**config.mk**
```make
export PLATFORM = sky130hd
export DESIGN_NAME = sar_adc_ctrl
export DESIGN_NICKNAME = d
export VERILOG_FILES = /design/src/rtl/sar_adc_ctrl.sv
export SDC_FILE = /design/constraint.sdc
export NUM_CORES = 1
export LEC_CHECK = 0
export CAP_MARGIN = 20
export CORE_ASPECT_RATIO = 0.5
export CORE_MARGIN = 2
export CORE_UTILIZATION = 40
export CTS_CLUSTER_SIZE = 12
export DETAILED_ROUTE_END_ITERATION = 8
export SYNTH_ARGS = -nofsm -noshare
export SYNTH_HDL_FRONTEND = slang
export SYNTH_SLANG_ARGS = --single-unit
```
**constraint.sdc**
```tcl
create_clock -name clk -period 3.3 [get_ports clk]
set_input_delay 0.66 -clock clk [delete_from_list [all_inputs] [get_ports clk]]
set_output_delay 0.66 -clock clk [all_outputs]
set_load 0.05 [all_outputs]
```
**src/rtl/sar_adc_ctrl.sv**
```systemverilog
// Successive-approximation ADC sequencer.
// Each bit goes through three steps: the DAC settles, the comparator is strobed,
// and the controller waits for the comparator result. A down-counter times the
// settle window and also the ready timeout.
//
//   state    | meaning
//   ---------+-----------------------------------------------------------
//   IDLE     | dac_code parked at 0; waits for start
//   SETTLE   | trial code on the DAC, counting SETTLE_CYC cycles
//   STROBE   | one-cycle ms_adc_clk pulse to the comparator
//   WAIT_RDY | waits for ms_adc_rdy, resolves the trial bit, arms timeout
//   DONE     | one-cycle result_valid pulse, then back to IDLE
module sar_adc_ctrl #(
  parameter int NBITS       = 10,
  parameter int SETTLE_CYC  = 4,
  parameter int TIMEOUT_CYC = 64
) (
  input  logic             clk,
  input  logic             rst,
  input  logic             start,
  output logic             ms_adc_clk,
  input  logic             ms_adc_rdy,
  input  logic             ms_adc_cmp,
  output logic [NBITS-1:0] dac_code,
  output logic             busy,
  output logic [NBITS-1:0] result,
  output logic             result_valid,
  output logic             timeout_err
);

  localparam int CNT_MAX = (SETTLE_CYC > TIMEOUT_CYC) ? SETTLE_CYC : TIMEOUT_CYC;
  localparam int CW      = $clog2(CNT_MAX + 1);

  localparam logic [CW-1:0]    SETTLE_LOAD = CW'(SETTLE_CYC - 1);
  localparam logic [CW-1:0]    TMO_LOAD    = CW'(TIMEOUT_CYC - 1);
  localparam logic [NBITS-1:0] MSB_CODE    = {1'b1, {(NBITS-1){1'b0}}};

  typedef enum logic [2:0] {
    IDLE,
    SETTLE,
    STROBE,
    WAIT_RDY,
    DONE
  } state_t;

  state_t           state_q, state_d;
  logic [CW-1:0]    cnt_q, cnt_d;
  logic [NBITS-1:0] dac_q, dac_d;
  logic [NBITS-1:0] trial_q, trial_d;   // one-hot: the bit currently under test
  logic [NBITS-1:0] result_q, result_d;
  logic             terr_q, terr_d;

  // Next-state, counter and code-register update logic.
  always_comb begin
    state_d  = state_q;
    cnt_d    = cnt_q;
    dac_d    = dac_q;
    trial_d  = trial_q;
    result_d = result_q;
    terr_d   = terr_q;
    case (state_q)
      IDLE: begin
        dac_d = '0;
        if (start) begin
          state_d = SETTLE;
          dac_d   = MSB_CODE;
          trial_d = MSB_CODE;
          cnt_d   = SETTLE_LOAD;
          terr_d  = 1'b0;
        end
      end
      SETTLE: begin
        if (cnt_q == '0) begin
          state_d = STROBE;
        end else begin
          cnt_d = cnt_q - 1'b1;
        end
      end
      STROBE: begin
        state_d = WAIT_RDY;
        cnt_d   = TMO_LOAD;
      end
      WAIT_RDY: begin
        if (ms_adc_rdy) begin
          if (!ms_adc_cmp) begin
            dac_d = dac_q & ~trial_q;
          end
          if (trial_q[0]) begin
            // Last bit resolved: latch the finished code for the DONE cycle.
            state_d  = DONE;
            result_d = dac_d;
          end else begin
            state_d = SETTLE;
            dac_d   = dac_d | (trial_q >> 1);
            trial_d = trial_q >> 1;
            cnt_d   = SETTLE_LOAD;
          end
        end else if (cnt_q == '0) begin
          // Comparator never answered: abandon the conversion, keep old result.
          state_d = IDLE;
          dac_d   = '0;
          terr_d  = 1'b1;
        end else begin
          cnt_d = cnt_q - 1'b1;
        end
      end
      DONE: begin
        state_d = IDLE;
        dac_d   = '0;
      end
      default: begin
        state_d = IDLE;
        dac_d   = '0;
      end
    endcase
  end

  // State and datapath registers with synchronous reset.
  always_ff @(posedge clk) begin
    if (rst) begin
      state_q  <= IDLE;
      cnt_q    <= '0;
      dac_q    <= '0;
      trial_q  <= '0;
      result_q <= '0;
      terr_q   <= 1'b0;
    end else begin
      state_q  <= state_d;
      cnt_q    <= cnt_d;
      dac_q    <= dac_d;
      trial_q  <= trial_d;
      result_q <= result_d;
      terr_q   <= terr_d;
    end
  end

  assign ms_adc_clk   = (state_q == STROBE);
  assign busy         = (state_q == SETTLE) || (state_q == STROBE) || (state_q == WAIT_RDY);
  assign result_valid = (state_q == DONE);
  assign dac_code     = dac_q;
  assign result       = result_q;
  assign timeout_err  = terr_q;

endmodule

```
### Yosys cells after proc, flatten, opt, wreduce, memory -nomap -nowiden

Index checks and enable logic that the tools add are counted.

| storage, ports and cells | value |
|---|---|
| logic and storage cells | 65 |
| register bits | 41 |
| output and inout bits | 24 |
| input bits | 5 |

| cells by class | value |
|---|---|
| multiplexer cells | 27 |
| reduce and logical (&&, ||, !) cells | 14 |
| eq/ne operators | 12 |
| $add $sub $neg | 1 |
| bitwise logic cells | 4 |

Operators with widths:

| operator | count |
|---|---|
| two-way mux 10 bit | 10 |
| one-hot mux 10 bit (3 select lines) | 1 |
| two-way mux 7 bit | 4 |
| one-hot mux 7 bit (4 select lines) | 1 |
| one-hot mux 10 bit (2 select lines) | 1 |
| two-way mux 3 bit | 5 |
| != test 2 bit, second input constant | 6 |
| one-hot mux 3 bit (4 select lines) | 1 |
| AND reduction 3 bit | 4 |
| AND 10 bit | 1 |
| NOT 10 bit | 1 |
| bitwise OR 10 x 9 -> 10 bit | 1 |
| AND reduction 4 bit | 2 |
| zero test 7 bit | 1 |
| subtractor 7 x 1 -> 7 bit, second input constant | 1 |
| == test 3 x 2 -> 1 bit, second input constant | 2 |
| != test 3 bit, second input constant | 2 |
| nonzero test 4 bit | 1 |
| == test 3 x 1 -> 1 bit, second input constant | 1 |
| == test 3 bit, second input constant | 1 |
| zero test 3 bit | 1 |
| two-way mux 1 bit | 3 |
| logical OR 1 bit | 2 |
| one-hot mux 1 bit (2 select lines) | 1 |
| other kinds (4) | 4 |

### Longest topological paths before layout

Gate-level depths: netlist of run 1.

| depth | value |
|---|---|
| word-level depth | 9 |
| gate-level depth with buffers | 7 |
| depth with buffers taken out | 6 |

### Worst setup path after synthesis of run 1

No wires, ideal clock.

| timing | value |
|---|---|
| kind | register -> output |
| start point | register state_q[1] |
| end point | output port ms_adc_clk |
| stages on the path, launching flop included | 3 |
| arrival time | 1,832 ps |
| required time | 2,640 ps |
| path buffers | 1 |
| setup slack | 808 ps |
| path through | dfxtp_1 buf_2 nor3b_1 |

| between the ends | value |
|---|---|
| word-level cells in the longest chain between the ends | 1 |

RTL lines:

| what | line | RTL |
|---|---|---|
| from (decl) | 46 | `state_t state_q, state_d;` |
| from (signal assigned) | 128 | `state_q <= state_d;` |
| == test 3 x 2 -> 1 bit | 137 | `assign ms_adc_clk = (state_q == STROBE);` |
| to (decl) | 21 | `output logic ms_adc_clk,` |

No other way between the ends.

### Final worst setup path of run 1

Same ends and word-level chain as after synthesis.

==> results of run 1 <==
[Yosys cell counts, drive strengths merged]
cell type  count  area share, %
a31oi          3           0.99
nor3           8            2.7
and4b          1           0.53
a22o          12            5.6
o41ai          1           0.46
a221oi         1           0.46
nor3b          4            2.2
a31o           1           0.46
nor4           1           0.33
inv           10            2.0
a211oi         3            1.5
a21oi         15            4.0
a21o           8            3.6
o211ai         1           0.40
dfxtp         41             43
nor2          21            4.2
or3b           2           0.93
a32oi          1           0.46
o31ai          1           0.40
o211a          1           0.53
ha             2            1.3
o311ai         1           0.46
nand3          2           0.53
nand2          9            1.8
and2           4            1.3
o21ai          8            2.1
a21boi         8            3.2
clkbuf         4           0.79
nor4b          1           0.79
o2111ai        1           0.46
or3            2           0.66
nand4          2           0.66
buf            8            2.8
mux2i          9            4.8
a221o          2            1.1
nand4b         2           0.93
o21a           1           0.40
nand2b         3           0.99
[layout by cell type, fill, tap and decap left out, drive strengths merged, types with 3 or more instances in the layout]
master and n:
a21boi 8, mux2i 9, and2 4, nand2 9, inv 11, a22o 12
nor3 8, nand2b 3, nor2 21, a21oi 15, dfxtp 41, a31oi 3
nor3b 4, clkdlybuf4s50 28, a21o 8, clkbuf 5, o21ai 8, buf 3
a211oi 3
[worst max path at each step]
| stage | slack (ns) | endpoint | from | cells past startpoint |
|---|---|---|---|---|
| floorplan | 0.81 | ms_adc_clk | state_q[1] | 2 |
| global placement | 0.74 | ms_adc_clk | state_q[1] | 2 |
| detailed placement | 0.76 | cnt_q[3] | rst | 6 |
| CTS | 0.42 | ms_adc_clk | state_q[1] | 2 |
| global route | 0.31 | ms_adc_clk | state_q[1] | 2 |
| finish | 0.43 | ms_adc_clk | state_q[1] | 2 |
[state kept, by name, summed over array words and instances, names as in the netlist]
name / flops
dac_code: 10
cnt_q: 7
timeout_err: 1
trial_q: 10
result: 10
state_q: 3
[power groups by stage]
stage	Clock [W]	Combinational, W	Sequential, W
floorplan	0	0.000259	0.000582
global placement	0	0.000325	0.000594
detailed placement	0	0.000327	0.000594
CTS	0.000355	0.000330	0.000583
global route	0.000375	0.000369	0.000591
finish	0.000346	0.000327	0.000583
[metal layers]
metal  wire length [microns]  vias up  global-route usage, %
li1                        -      798                      -
met1                    2170      762                   22.8
met2                    1950       29                   29.1
met3                     153        9                   5.07
met4                      60        0                   7.43
met5                       0        -                      0
[cells by family after synthesis]
kind of cell	Yosys count
compound gates	69
simple gates	62
flops	41
buf+inv	22
mux	9
fa+ha+maj	2
[tightest hold or removal path: stages, from the launching register on]
cell and delay, ns:
dfxtp_1 0.32, nand2_1 0.05, a21oi_1 0.05
[layout make-up]
class                   count  area [sq um]
fillers                   456          2180
multi-input cells         142           966
flip-flops and latches     41           821
repair buffers             31           303
well taps                  57          71.3
clock buffers               5          68.8
inverters                  10          37.5
clock inverters             3          21.3
[per-stage QoR]
| stage | instances | hold WS [ns] |
|---|---|---|
| final | 289 | 0.459 |
| after global routing | 289 | 0.499 |
| after CTS | 289 | 0.465 |
| after global placement | 281 | 0.448 |
| after floorplan | 205 | 0.435 |
| after detailed placement | 281 | 0.453 |
==> metrics.txt, run 1 <==
Crit path largest cell delay=0.89 ns; Compound-Gate Fraction of Synth Area=between 20% and 30%; Max VDD drop=0.000168 V; GRT Resource Usage Total=around 18%; sw frac=35.7%; die height=about 53 microns; Worst-Margin Slew=0.861 ns; mux cell area share after synthesis=4.76%; TritonCTS buffer count=5; H-tree levels=2; Hold Startpoint=result[9]; Routed WL=4340 microns; Worst Path Buf+Inv=1; router iterations before antenna repair=4; NumNets Final=238; worst skew pair latency=0.31 ns; CTS Buffer Depth=2; CP endpoint kind=output port; reg2reg end=dac_code[1]; # clock sinks=41; Syn Area/Cell=9.23 sq um; overall power=roughly 0.0013 W; clk_skew=0.00839 ns; Layout area overhead=20.9%; CP max-delay cell=clkdlybuf4s50_1; Synth Cell Area=1890 sq um; XOR/XNOR Fraction of Synth Area=0%; Final period util=87.0%; Net Count, Synth=212; Int Pwr=0.000809 W; Clock Tree Root=clkbuf_8; reg2reg start=state_q[0]; Switch Pwr=0.000448 W; dpl ws=0.757 ns; Max Cap Viol=0; simple-gate share of the synthesized area=18.5%; placer congestion estimate=about 0.76; Final Hold Violating Endpoints=0; clock group share of total power=27.6%; DRT antenna net count=0; max_slew headroom=41.7%; port bufs=28; Final WS setup=approximately 0.43 ns; Setup crit start kind=register; io pins=29; Hold EP=result[9]; sequence of cells on the critical path=nor3b_1, clkdlybuf4s50_1; Synth Register Bits=41; placed inst area=2200 sq um; register area share after synthesis=around 43%; initial antenna violation count=0; wire per inst=15.0 microns; vias in the first global route=1,544; DRC viols=0; design area=2290 sq um; synth warn=0; r2r setup slk=between 1.5 and 2 ns; die area=5330 sq um; hpwl dp=2930 microns; vias=1,598; status=finished clean; crit path DAT=2.21 ns; Layout Utilization=about half; cells after synthesis=205; Via density=~5.5; Resize count post-CTS=0; largest family of logic cells by synthesized area=compound AO/OA/AOI/OAI gates; setup TNS=0 ns; CP Class=register to output port; Tmin final=2.87 ns; Worst Hold Class=register to register; Core ar.=4470 sq um; worst reg2reg path depth=4; die span in x=101 microns; postcts setup bufs=0; Flop pwr share=about 46%; diodes inserted=0; Initial DRC Count=48; GRT Residual Overflow=0; RSZ-0062 raised after global routing=false; post-synth cell types=45; initial core utilization=42.4%; crit path max fanout=14; final setup fails=0; PwrDens=549 nW/um^2; Worst Path Required=about 2.6 ns; pin count of the biggest net entering global routing=18; clock-pin slew on the worst setup and hold paths=approximately 0.080 ns; Core Rows=17; power share of the combinational group=26.0%; Max Fclk=roughly 350 MHz; hold buffers post-CTS=0; worst hold path depth=2; CTS tree=built; Post-Synth Adder-Cell Area=1.32%; share of layout cells above drive strength 1=under 10%; global-route wire length before repair=7200 microns; Max Slew Vio Count=0; Leak Pwr=0.927 nW; crit-path leading delay family=buffers and inverters
No activity file was read; power rests on OpenSTA's default activity.
==> inputs of run 2 (changes only) <==
Settings changed: SETUP_SLACK_MARGIN set to 0.02.
==> results of run 2 <==
Final layout, timing and power as in run 1 (identical DEF).
==> inputs of run 3 (changes only) <==
Settings changed: DONT_BUFFER_PORTS set to 1.
==> run 3 against run 2 <==
Against the previous run: worst hold slack worse by 0.039 ns; setup slack better by 0.46 ns; sequential power up 2%; die area unchanged; fmax up 19%; critical endpoint is now busy.
==> metrics.txt, run 3 (synthesized netlist as in run 1, its figures left out) <==
diodes inserted=0 (unchanged); initial core utilization=42.4% (unchanged); Leak Pwr=0.829 nW (-11%); io pins=29 (unchanged); CP Class=register to output port; Via density=5.78 (+4.5%); # clock sinks=41 (unchanged); Tmin final=2.41 ns (-0.459 ns); worst skew pair latency=0.30 ns (about the same); initial antenna violation count=0 (unchanged); Most common cell on crit path=nor2_1; clock-pin slew on the worst setup and hold paths=0.09 ns (about the same); CP Launch Point=state_q[0]; reg2reg start=state_q[1]; router iterations before antenna repair=4 (unchanged); Int Pwr=0.000793 W (-1.9%); DRC viols=0 (unchanged); TritonCTS buffer count=5 (unchanged); RSZ-0062 raised after global routing=false; vias=1,502 (-6.0%); crit-path leading delay family=simple AND/OR/NAND/NOR gates; dpl ws=1.21 ns (+0.457 ns); sw frac=35.2% (-0.48 points); Max Fclk=415 MHz (+19%); Worst Path Required=2.64 ns (about the same); Max Slew Vio Count=0 (unchanged); setup TNS=0 ns (unchanged); wire per inst=15.8 microns (+5.1%); share of layout cells above drive strength 1=11.8% (+1.9 points); CP endpoint kind=output port; final setup fails=0 (unchanged); Worst Path Buf+Inv=0 (-1); Core ar.=4470 sq um (unchanged); Resize count post-CTS=0 (unchanged); Worst-Margin Slew=1.00 ns (+0.141 ns); DRT antenna net count=0 (unchanged); postcts setup bufs=0 (unchanged); routed wire length on met2=1830 microns (-6.4%); Max VDD drop=0.000192 V (+14%); Crit path largest cell delay=0.71 ns (-0.18 ns); reg2reg end=cnt_q[3]; met3 WL=217 microns (+42%); H-tree levels=2 (unchanged); clk_skew=0.00833 ns (-0.0000577 ns); CP Capture Point=busy; met1 wire length=2000 microns (-7.8%); Initial DRC Count=82 (+71%); fillers=456 (unchanged); pin count of the biggest net entering global routing=30 (+12); max_slew headroom=32.9% (-8.8 points); CP max-delay cell=nor2_1; Max Used Layer=met4; die area=5330 sq um (unchanged); r2r setup slk=1.38 ns (-0.13 ns); Final period util=73.1% (-14 points); crit path DAT=1.75 ns (-0.46 ns); status=finished clean; CTS tree=built; die height=52.6 microns (unchanged); crit path max fanout=14 (unchanged); GRT Resource Usage Total=16.9% (-1.1 points); Flop pwr share=48.5% (+2.1 points); power share of the combinational group=23.7% (-2.3 points); Clock Tree Root=clkbuf_8; Worst Hold Class=primary input to register; Final Hold Violating Endpoints=0 (unchanged); Layout area overhead=6.41%; area of the multi-input gates=976 sq um (+1.0%); clock group share of total power=27.8% (+0.2 points); Final WS setup=0.888 ns (+0.459 ns); global-route wire length before repair=6790 microns (-5.7%); placer congestion estimate=0.740 (-3.0%); commonest non-fill, non-tap cells in the layout=dfxtp_1, nor2_1, a21oi_1, a22o_1, inv_1; Hold Startpoint=rst; Crit. path cell count=2 (unchanged); vias in the first global route=1,408 (-8.8%); Switch Pwr=0.000430 W (-3.9%); sequential cell area=821 sq um (unchanged); hold buffers post-CTS=0 (unchanged); Core Rows=17 (unchanged); Max Cap Viol=0 (unchanged); sequence of cells on the critical path=nor2_1, nor2_1; die span in x=101 microns (unchanged); commonest non-fill, non-tap cell in the layout=dfxtp_1; GRT Residual Overflow=0 (unchanged); CTS Buffer Depth=2 (unchanged); PwrDens=608 nW/um^2 (+11%); port bufs=0 (-100%); NumNets Final=209 (-12%); Setup crit start kind=register; worst reg2reg path depth=4 (unchanged); hpwl dp=2780 microns (-5.0%); Routed WL=4100 microns (-5.5%)
==> run 3: metal layers <==
| layer | GRT usage (%) | vias to the layer above |
|---|---|---|
| li1 | - | 747 |
| met1 | 21.0 | 731 |
| met2 | 27.0 | 19 |
| met3 | 6.13 | 5 |
| met4 | 6.08 | 0 |
| met5 | 0 | - |
==> run 3: layout make-up <==
| class | instances | area share, % |
|---|---|---|
| multi-input cells | 142 | 48.4 |
| flip-flops and latches | 41 | 40.7 |
| well taps | 57 | 3.54 |
| clock buffers | 5 | 3.42 |
| inverters | 10 | 1.86 |
| clock inverters | 3 | 1.24 |
| repair buffers | 2 | 0.745 |
==> run 3: power by group through the flow <==
stage	registers [W]	clock network, W	logic, W
after detailed placement	0.000604	0	0.000289
after floorplan	0.000582	0	0.000259
after global routing	0.000600	0.000380	0.000322
final	0.000593	0.000340	0.000290
after CTS	0.000592	0.000354	0.000290
after global placement	0.000602	0	0.000287
==> run 3: how the worst min path moves through the flow <==
stage	end	slack, ns	cells after the start
2_1_floorplan	trial_q[3]	0.43	1
4_1_cts	dac_code[9]	0.41	1
3_3_place_gp	cnt_q[0]	0.47	1
3_5_place_dp	trial_q[3]	0.47	1
6_report	dac_code[9]	0.42	1
5_1_grt	dac_code[9]	0.40	1
==> run 3: per-stage QoR <==
step	instance area, sq um	util (%)	std cells	hold WS (ns)	power, W
final	2010	45.1	260	0.421	0.00122
after global routing	2010	45.1	260	0.397	0.00130
after CTS	2010	45.1	260	0.406	0.00124
after detailed placement	1920	43.0	252	0.474	0.000893
after global placement	1920	43.0	252	0.467	0.000889
after floorplan	1890	-	205	0.435	0.000842
==> variant: new RTL, settings of run 1 <==
`result_q` no longer has a reset.
--- a/src/rtl/sar_adc_ctrl.sv
+++ b/src/rtl/sar_adc_ctrl.sv
@@ -123,5 +123,4 @@
       dac_q    <= '0;
       trial_q  <= '0;
-      result_q <= '0;
       terr_q   <= 1'b0;
     end else begin
@@ -130,7 +129,10 @@
       dac_q    <= dac_d;
       trial_q  <= trial_d;
-      result_q <= result_d;
       terr_q   <= terr_d;
     end
+  end
+
+  always_ff @(posedge clk) begin
+    result_q <= result_d;
   end
 
Function: no difference found for any inputs over 10 cycles, from zero or initial values and one cycle with rst high; that may be too few to reach the edited logic, so the function may still have changed.
==> variant against run 1 <==
Total power is 15% higher. Worst setup slack gained 0.046 ns. Cell area is 6.7% higher. Critical path depth is the same. Sequential cell count is the same. Wire length up 3.9%. Non-clock buffer count is 1 higher. Synthesized area grew 5.9%. Hold slack improved by 0.021 ns. Critical path type unchanged.
==> variant: results (changes against run 1) <==
[min_path]
holdCritStartpoint=cnt_q[3]$_SDFFE_PP0P_  ; was result[9]$_SDFFE_PP0P_
hold_path_end=cnt_q[3]$_SDFFE_PP0P_  ; was result[9]$_SDFFE_PP0P_
hold_depth=2  ; unchanged
min_path_type=flop to flop  ; unchanged

[final_layout]
drive_above_1_share=0.0980  ; was 0.0991
design.final.nets=251  ; was 238
diodes=0  ; unchanged
num-fill-cells=480  ; was 456

[critical_path]
r2r_slack_ns=1.18  ; was 1.51 ns
r2r_end=cnt_q[4]$_SDFFE_PP0P_  ; was dac_code[1]$_SDFFE_PP0P_
r2r_cells=6  ; was 4
cp_slowest_stage_delay_ns=0.86  ; was 0.89 ns
startpoint=state_q[0]$_SDFFE_PP0P_  ; was state_q[1]$_SDFFE_PP0P_
r2r_start=cnt_q[0]$_SDFFE_PP0P_  ; was state_q[0]$_SDFFE_PP0P_
path_max_fanout=17  ; was 14
crit_arrival_ns=2.17  ; was 2.21 ns

[timing]
relSlewSlack=0.612  ; was 0.417
skew_ns=0.00262  ; was 0.00839 ns

[clocking]
clk_pin_slew_ns=0.08  ; about the same
ctsHtreeMaxLevel=2  ; unchanged
cts-resized-gates=0  ; unchanged
cts-root-buf=clkbuf_8  ; unchanged
clock_latency_ns=0.29  ; was 0.31 ns
cts_buffers=5  ; unchanged
postCtsSetupBuffers=0  ; unchanged

[routing]
drt_wl_total_mm=4.50  ; was 4.34 mm
drtIter0Drc=48  ; unchanged
routed_via_density=5.33  ; was 5.53

[logic_synthesis]
synth_cell_types=50  ; was 45
async_reset_ff_frac=0  ; unchanged
synthFlopType=dfxtp_1  ; unchanged
synthTopCellsByCount=dfxtp_1, nand3_1, nor2_1  ; was dfxtp_1, nor2_1, a21oi_1
synthTopCellsByArea=dfxtp_1, edfxtp_1, nand3_1  ; was dfxtp_1, a22o_1, mux2i_1
synth_edf_count=10  ; was 0
ys_warn_count=0  ; unchanged
synth.yosys.seq_area_share=0.459  ; was 0.434
synth_fp_nets=226  ; was 212

[placed_design]
place_hpwl_mm=3.13  ; was 2.93 mm
place_congestion=0.796  ; was 0.762
port_buffers=28  ; unchanged

[global_routing]
grt_usage=0.170  ; was 0.180
use_met1=0.218  ; was 0.228
grt_use_met2=0.297  ; was 0.291
grt_max_degree=22  ; was 18
grt_pass1_wl_mm=7.44  ; was 7.20 mm
antenna_found_initial=0  ; unchanged
first_global_vias=1535  ; was 1544
grt_use_met3=0.0387  ; was 0.0507

[power]
swShare=0.370  ; was 0.357
ir_worst_vdd_v=0.000242  ; was 0.000168 V
p_leak_nw=0.829  ; was 0.927 nW

[run_status]
status=finished clean  ; unchanged

## variant: cell count changes after synthesis, sizes merged, moves of 8 or more
cell    change
nand3      +17
a22o       -12
dfxtp      -10
edfxtp     +10
a21oi       -9
a22oi       +9
mux2i       -9
clkbuf      +8
o22a        +8
## variant: cell families after synthesis
group / synth area share
simple gates: 0.263
compound gates: 0.220
buf+inv: 0.0456
fa+ha+maj: 0.0125
flops: 0.459
## variant: worst max-delay path by stage
stage,endpoint,depth (start not counted)
2_1_floorplan,result_valid,2
3_3_place_gp,cnt_q[5]$_SDFFE_PP0P_,5
3_5_place_dp,cnt_q[5]$_SDFFE_PP0P_,5
4_1_cts,busy,2
5_1_grt,busy,2
6_report,busy,2
## variant: layout make-up
type | instances | area, µm² | area share
clock buffer | 6 | 82.6 | 0.0338
inverter | 9 | 33.8 | 0.0138
sequential | 41 | 921 | 0.377
clock inverter | 2 | 13.8 | 0.00564
timing repair buffer | 32 | 310 | 0.127
tap | 70 | 87.6 | 0.0359
multi-input combinational | 155 | 992 | 0.406
## variant: critical path: cells and delay by family (launching register included)
kind	cells	cell delay [ns]
AO/OA/AOI/OAI	1	0.37
flip-flops	1	0.64
buffers and inverters	1	0.86
## variant: stage by stage
step | cell area [µm²] | total power [W] | instances | setup slack [ns] | hold WS [ns]
after floorplan | 2000 | 0.00102 | 219 | 0.747 | 0.434
after global placement | 2340 | 0.00111 | 307 | 0.771 | 0.465
after detailed placement | 2340 | 0.00112 | 307 | 0.701 | 0.470
after CTS | 2440 | 0.00146 | 315 | 0.493 | 0.481
after global routing | 2440 | 0.00155 | 315 | 0.355 | 0.507
final | 2440 | 0.00145 | 315 | 0.474 | 0.481
## variant: per-layer routing
layer / part of all wire / routed length [µm]
met5: 0 / 0
met4: 0.0093 / 42
met3: 0.052 / 234
met2: 0.45 / 2040
met1: 0.49 / 2190
## variant: power by group through the flow
stage | clock network (W) | logic [W] | registers [W]
4_1_cts | 0.000356 | 0.000481 | 0.000625
5_1_grt | 0.000380 | 0.000529 | 0.000637
3_5_place_dp | 0 | 0.000479 | 0.000637
6_report | 0.000344 | 0.000480 | 0.000627
3_3_place_gp | 0 | 0.000471 | 0.000634
2_1_floorplan | 0 | 0.000402 | 0.000614
